**config.mk**
```make
export PLATFORM = sky130hd
export DESIGN_NAME = pipe_stage_skid
export DESIGN_NICKNAME = d
export VERILOG_FILES = /design/src/rtl/pipe_stage_skid.sv
export SDC_FILE = /design/constraint.sdc
export NUM_CORES = 1
export LEC_CHECK = 0
export BUFFER_PORTS_ARGS = -buffer_cell sky130_fd_sc_hd__buf_2
export CORE_ASPECT_RATIO = 1.25
export CORE_UTILIZATION = 45
export CTS_CLUSTER_SIZE = 12
export DETAILED_ROUTE_END_ITERATION = 7
export PLACE_DENSITY = 0.66
export SLEW_MARGIN = 30
export SYNTH_ARGS = -nofsm -noshare
export SYNTH_HDL_FRONTEND = slang
export SYNTH_SLANG_ARGS = --single-unit
```
**constraint.sdc**
```tcl
create_clock -name clk -period 9.5 [get_ports clk]
set_clock_uncertainty 0.05 [all_clocks]
set_input_delay 1.9 -clock clk [delete_from_list [all_inputs] [get_ports clk]]
set_output_delay 1.9 -clock clk [all_outputs]
set_load 0.01 [all_outputs]
```
**src/rtl/pipe_stage_skid.sv**
```systemverilog
// Pipeline register with a 2-entry skid buffer, registered in_ready and synchronous flush.
// Optional saturating stall/bubble counters are enabled with `define PIPE_STAGE_PERF_EN.
module pipe_stage_skid #(
   parameter int                 INSTR_W   = 32,
   parameter int                 PC_W      = 32,
   parameter logic [PC_W-1:0]    PC_RESET  = 32'h8000_0000,
   parameter logic [INSTR_W-1:0] NOP_INSTR = 32'h0000_0000,
   parameter int                 CNT_W     = 16
) (
   input  logic               clk,
   input  logic               reset,
   input  logic               flush,
   input  logic               in_valid,
   output logic               in_ready,
   input  logic [INSTR_W-1:0] in_instr,
   input  logic [PC_W-1:0]    in_pc,
   output logic               out_valid,
   input  logic               out_ready,
   output logic [INSTR_W-1:0] out_instr,
   output logic [PC_W-1:0]    out_pc,
   output logic [1:0]         level
`ifdef PIPE_STAGE_PERF_EN
   ,
   output logic [CNT_W-1:0]   stall_cnt,
   output logic [CNT_W-1:0]   bubble_cnt
`endif
);

   typedef enum logic [1:0] {
      ST_EMPTY   = 2'b00,
      ST_ONE     = 2'b01,
      ST_ILLEGAL = 2'b10,
      ST_FULL    = 2'b11
   } state_t;

   logic               r_main_valid;
   logic [INSTR_W-1:0] r_main_instr;
   logic [PC_W-1:0]    r_main_pc;
   logic               r_skid_valid;
   logic [INSTR_W-1:0] r_skid_instr;
   logic [PC_W-1:0]    r_skid_pc;
   logic               r_in_ready;
   logic [1:0]         r_level;

   logic   w_push;
   logic   w_pop;
   state_t w_state;

   assign w_push  = in_valid & r_in_ready;
   assign w_pop   = r_main_valid & out_ready;
   assign w_state = state_t'({r_skid_valid, r_main_valid});

   // NOTE: every sequential block uses non-blocking (<=) so all flops update from pre-edge values.
   always_ff @(posedge clk or negedge reset) begin
      if (!reset) begin
         r_main_valid <= 1'b0;
         r_skid_valid <= 1'b0;
         r_main_instr <= NOP_INSTR;
         r_main_pc    <= PC_RESET;
         r_in_ready   <= 1'b1;
         r_level      <= 2'd0;
      end else if (flush) begin
         // The bubble keeps the PC of the flushing stage so traces stay aligned.
         r_main_valid <= 1'b0;
         r_skid_valid <= 1'b0;
         r_main_instr <= NOP_INSTR;
         r_main_pc    <= in_pc;
         r_in_ready   <= 1'b1;
         r_level      <= 2'd0;
      end else begin
         case (w_state)
            ST_EMPTY: begin
               if (w_push) begin
                  r_main_valid <= 1'b1;
                  r_main_instr <= in_instr;
                  r_main_pc    <= in_pc;
                  r_level      <= 2'd1;
               end
            end
            ST_ONE: begin
               if (w_pop && w_push) begin
                  r_main_instr <= in_instr;
                  r_main_pc    <= in_pc;
               end else if (w_pop) begin
                  r_main_valid <= 1'b0;
                  r_main_instr <= NOP_INSTR;
                  r_level      <= 2'd0;
               end else if (w_push) begin
                  r_skid_valid <= 1'b1;
                  r_in_ready   <= 1'b0;
                  r_level      <= 2'd2;
               end
            end
            ST_FULL: begin
               if (w_pop) begin
                  r_main_instr <= r_skid_instr;
                  r_main_pc    <= r_skid_pc;
                  r_skid_valid <= 1'b0;
                  r_in_ready   <= 1'b1;
                  r_level      <= 2'd1;
               end
            end
            default: begin
               // Skid without main cannot be reached; fall back to empty if it ever is.
               r_main_valid <= 1'b0;
               r_skid_valid <= 1'b0;
               r_main_instr <= NOP_INSTR;
               r_in_ready   <= 1'b1;
               r_level      <= 2'd0;
            end
         endcase
      end
   end

   // NOTE: skid payload is a data-only register qualified by r_skid_valid, so it needs no reset.
   always_ff @(posedge clk) begin
      if (w_push) begin
         r_skid_instr <= in_instr;
         r_skid_pc    <= in_pc;
      end
   end

   assign in_ready  = r_in_ready;
   assign out_valid = r_main_valid;
   assign out_instr = r_main_instr;
   assign out_pc    = r_main_pc;
   assign level     = r_level;

`ifdef PIPE_STAGE_PERF_EN
   logic [CNT_W-1:0] r_stall_cnt;
   logic [CNT_W-1:0] r_bubble_cnt;

   // Counters saturate and survive flush; only reset clears them.
   always_ff @(posedge clk or negedge reset) begin
      if (!reset) begin
         r_stall_cnt  <= '0;
         r_bubble_cnt <= '0;
      end else begin
         if (r_main_valid && !out_ready && (r_stall_cnt != '1))
            r_stall_cnt <= r_stall_cnt + 1'b1;
         if (!r_main_valid && !flush && (r_bubble_cnt != '1))
            r_bubble_cnt <= r_bubble_cnt + 1'b1;
      end
   end

   assign stall_cnt  = r_stall_cnt;
   assign bubble_cnt = r_bubble_cnt;
`endif

endmodule

```
Word level (Yosys, flattened, before mapping)
Cells that the tools add are included.
{ "totals": {"regBits": 133, "inputBits": 69, "output_inout_bits": 68, "wordCells": 64} }
{ "classes": {"n_eq_ne": 13, "n_mux": 33, "n_bitwise": 2, "reduce_logical": 8} }
{ "op_table": {"columns": ["cell", "count"], "rows": [
  ["$mux 32", 9],
  ["$pmux 32 s3", 2],
  ["$ne 3x3->1 const B", 7],
  ["$mux 1", 12],
  ["$mux 2", 6],
  ["$reduce_and 4->1", 3],
  ["$pmux 1 s3", 3],
  ["$ne 4x4->1 const B", 2],
  ["$pmux 2 s3", 1],
  ["$reduce_and 5->1", 1],
  ["$ne 2x2->1 const B", 2],
  ["$reduce_bool 4->1", 1],
  ["$reduce_and 3->1", 1],
  ["$and 1x1->1", 2],
  ["$eq 2x1->1 const B", 1],
  ["$eq 2x2->1 const B", 1],
  ["$logic_not 2->1", 1],
  ["$logic_and 1x1->1", 1]
]} }

Logic depth before layout (Yosys ltp)
{ "depth": {"ltp_word": 6, "mapped_depth": 8, "mapped_depth_nobuf": 6} }

Worst setup path before layout
Ideal clock, no wire load.
{ "synth_path": {"path_kind": "input port to flip-flop", "start": "in in_valid", "end": "reg r_main_pc[10] (netlist: out_pc[10])", "setup_ps": 125, "arrival_ps": 4252, "required_ps": 9325, "path_slack_ps": 5073, "path_stages": 5, "path_buffers": 1, "path_cell_list": "nand2_1 > inv_1 > a311o_2 > buf_6 > mux2_4"} }
{ "synth_between": {"elab_chain_len": 4, "word_cells_on_any_way": 5, "cone_classes": "eq/ne: 2; bitwise: 1; reduce/logical: 2"} }
{ "synth_rtl": {"columns": ["element", "line_no", "rtl"], "rows": [
  ["start: declaration", "13", "input logic in_valid,"],
  ["$and 1x1->1 *", "49", "assign w_push = in_valid & r_in_ready;"],
  ["via w_push", "45", "logic w_push;"],
  ["$logic_and 1x1->1", "81", "if (w_pop && w_push) begin"],
  ["$ne 3x3->1 (no source line)", null, null],
  ["$reduce_and 4->1 (no source line) *", null, null],
  ["end signal: assignment", "76", "r_main_pc <= in_pc;"],
  ["end signal: assignment", "83", "r_main_pc <= in_pc;"],
  ["end signal: assignment", "97", "r_main_pc <= r_skid_pc;"],
  ["end: declaration", "38", "logic [PC_W-1:0] r_main_pc;"]
]} }
The timed path passes the listed nets; every way through them passes the cells marked *.
A chain may end at the register's enable or synchronous reset.

Final worst setup path
{ "layout_path": {"start": "in in_valid", "end": "reg r_level[0] (netlist: level[0])"} }
{ "layout_between": {"elab_chain_len": 4, "word_cells_on_any_way": 6, "cone_classes": "eq/ne: 3; bitwise: 1; reduce/logical: 2"} }
{ "layout_rtl": {"columns": ["element", "line_no", "rtl"], "rows": [
  ["$and 1x1->1 *", "49", null],
  ["via w_push", "45", null],
  ["$logic_and 1x1->1", "81", null],
  ["$ne 3x3->1 (no source line)", null, null],
  ["$reduce_and 4->1 (no source line) *", null, null],
  ["end signal: assignment", "61", "r_level <= 2'd0;"],
  ["end signal: assignment", "87", "r_level <= 2'd0;"],
  ["end signal: assignment", "91", "r_level <= 2'd2;"],
  ["end: declaration", "43", "logic [1:0] r_level;"]
]} }
Marks and branches as above.

==> summary.txt <==
Async S/R FF share, synth: 51.88%
WL per Instance: 17.90 microns
fillers: 966
setup tns final: 0 ps
Hold Path Origin: out_instr[7]
total CTS buffers: 17
cells after synthesis: 325
TritonRoute pass-1 iters: 5
Synth Cell Area: 5405 sq um
number of synthesis warnings: 0
final WL: 11.42 mm
highest clock rate: 285.8 MHz
placed inst area: 6300 sq um
post-synthesis mux area share: 15.81%
relative slew slack: 39.43%
simple-gate share of the synthesized area: 1.806%
Yosys cell types: 32
CP max FO: 66
Syn Area/Cell: 16.63 sq um
unrepaired setup endpoints after global routing: false
leak pwr: 3.041 nW
share of layout cells above drive strength 1: 51.99%
Post-route DRC: 0
ys flop type: dfrtp_1
GRT overflow: 0
Pwr Density: 221.7 nW/um^2
utilization after layout: 58.88%
Starting Density: 46.31%
post-layout instance area: 6872 sq um
H-tree depth: 4
r2r setup slk: 6970 ps
Final WS setup: 6001 ps
Hold Fails Final Rpt: 0
HP Class: flip-flop to flip-flop
DR iter-0 viols: 160
Worst-Margin Slew: 908.6 ps
max-slew violation total from the final report: 0
area of the multi-input gates: 1643 sq um
final setup fails: 0
Core ar.: 11670 sq um
Compound-Gate Fraction of Synth Area: 11.41%
Sequential cell area: 3651 sq um
CTS tree: yes
Vias/cell: 5.270
Placer Congestion: 0.8248
Setup crit start: in_valid
worst vdd ir: 0.1223 mV
Reg2Reg Depth: 7
Area Overhead vs Synth: 27.13%
main combinational cell family by area after synthesis: multiplexers
number of synthesized flops with an enable pin: 64
Synth Area in XOR/XNOR: 0.1620%
chip height: 124.5 microns
vias post-DR: 3362
largest net degree at the start of global routing: 70
CTS Hold Bufs: 0
first-pass GRT wire length: 18.61 mm
reg-to-reg endpoint: out_pc[22]
Post-CTS Resized: 0
clock sinks: 133
fin crit share: 36.83%
DIE WIDTH: 100.0 microns
Mapped Nets: 398
Post-Synth Adder-Cell Area: 0.9259%
CTS Root Cell: clkbuf_16
post-route antenna net violation count: 0
Worst EP required: 9740 ps
Inserted Diodes: 0
register clock-pin slew on the reported worst setup and hold paths: 50 ps
Post-DP HPWL: 7.305 mm
later-pin clock latency in the skew report: 410 ps
outcome: finished, final reports clean
sequential-to-total area share from yosys stat: 67.55%
WHS Endpoint: out_instr[7]
minimum clock period: 3499 ps
nets: 537
Post CTS Setup Buffer Count: 0
Ports: 137
number of global-route vias before repair: 3553
worst hold stages: 1
Global Route Usage Sum: 19.61%
Max-cap violations: 0
worst r2r src: out_valid
hold slack: 431.2 ps
clk buf depth: 2
pre-CTS setup slack: 5567 ps
row cnt: 44
Worst Path Arrival: 3740 ps
number of synthesized register bits: 133
WS Path Type: input pin to flip-flop
DIE AREA: 12460 sq um
antenna violations before repair: 1
IO Port Bufs: 136
CP startpoint kind: input pin
critical path capture point type: flip-flop
-- final cells by class --
class | instances | area share, %
repair buffers | 144 | 11.60
clock buffers | 19 | 6.300
inverters | 3 | 0.1639
flip-flops and latches | 133 | 53.13
multi-input cells | 165 | 23.91
clock inverters | 13 | 1.967
well taps | 161 | 2.932
-- cells by family after synthesis --
logic type / count (synthesis)
multiplexers: 66
XOR/XNOR: 1
flip-flops: 133
AND/OR/NAND/NOR: 18
adder cells (fa/ha/maj): 4
buffers and inverters: 27
AO/OA/AOI/OAI: 76
-- worst max-delay path by stage --
stage,to,cells past startpoint
2_1_floorplan,out_pc[10],5
3_3_place_gp,level[0],7
3_5_place_dp,level[0],7
4_1_cts,level[0],7
5_1_grt,level[0],7
6_report,level[0],7
-- per-layer routing --
layer | up-vias | global-route usage (%) | share of wire [%]
met1 | 1661 | 27.21 | 45
met2 | 138 | 28.60 | 46
met3 | 15 | 6.846 | 7.2
met5 | - | 0 | 0
li1 | 1548 | - | -
met4 | 0 | 6.820 | 1.4
-- synth_stat cells, drive strengths merged, types with 2 or more instances --
cell type	n	area (sq um)
a22oi	32	240.2
nand2	3	11.26
clkbuf	19	71.32
buf	5	43.79
a21oi	3	15.01
mux2	65	844.6
nor2b	4	25.02
nand3	2	10.01
nor2	3	11.26
o21bai	2	15.01
o2bb2ai	33	289.0
dfstp	2	52.55
inv	3	11.26
edfxtp	64	1922
ha	4	50.05
dfrtp	67	1677
-- where the power goes --
part	internal [mW]	switching, mW
Combinational	0.0991	0.108
Clock	0.384	0.243
Sequential	0.663	0.0260
Total	1.15	0.377
-- layout by cell type (no fill, tap or decap), drive strengths merged, types with 4 or more instances in the layout --
| master | netlist | layout |
|---|---|---|
| buf | 5 | 144 |
| dfrtp | 67 | 67 |
| mux2 | 65 | 65 |
| edfxtp | 64 | 64 |
| o2bb2ai | 33 | 33 |
| a22oi | 32 | 32 |
| clkbuf | 19 | 19 |
| clkinv | 0 | 7 |
| ha | 4 | 4 |
| clkinvlp | 0 | 4 |
| nor2b | 4 | 4 |
-- flip-flops by register name, indices dropped and copies added (netlist names) --
| register | flops |
|---|---|
| level | 2 |
| out_valid | 1 |
| in_ready | 1 |
| r_skid_instr | 32 |
| r_skid_pc | 32 |
| out_instr | 32 |
| out_pc | 32 |
| r_skid_valid | 1 |
-- critical path: stages --
cell     delay (ps)
buf_2           120
nand2_1         120
inv_2            80
buf_4           710
xnor2_1         150
a21oi_1         280
mux2_2          370
-- stage by stage --
stage / instances / total power [mW]
6_report: 638 / 1.523
4_1_cts: 638 / 1.538
5_1_grt: 638 / 1.590
3_3_place_gp: 603 / 0.8973
2_1_floorplan: 325 / 0.8171
3_5_place_dp: 606 / 0.9089
No activity file was read; power rests on OpenSTA's default activity.
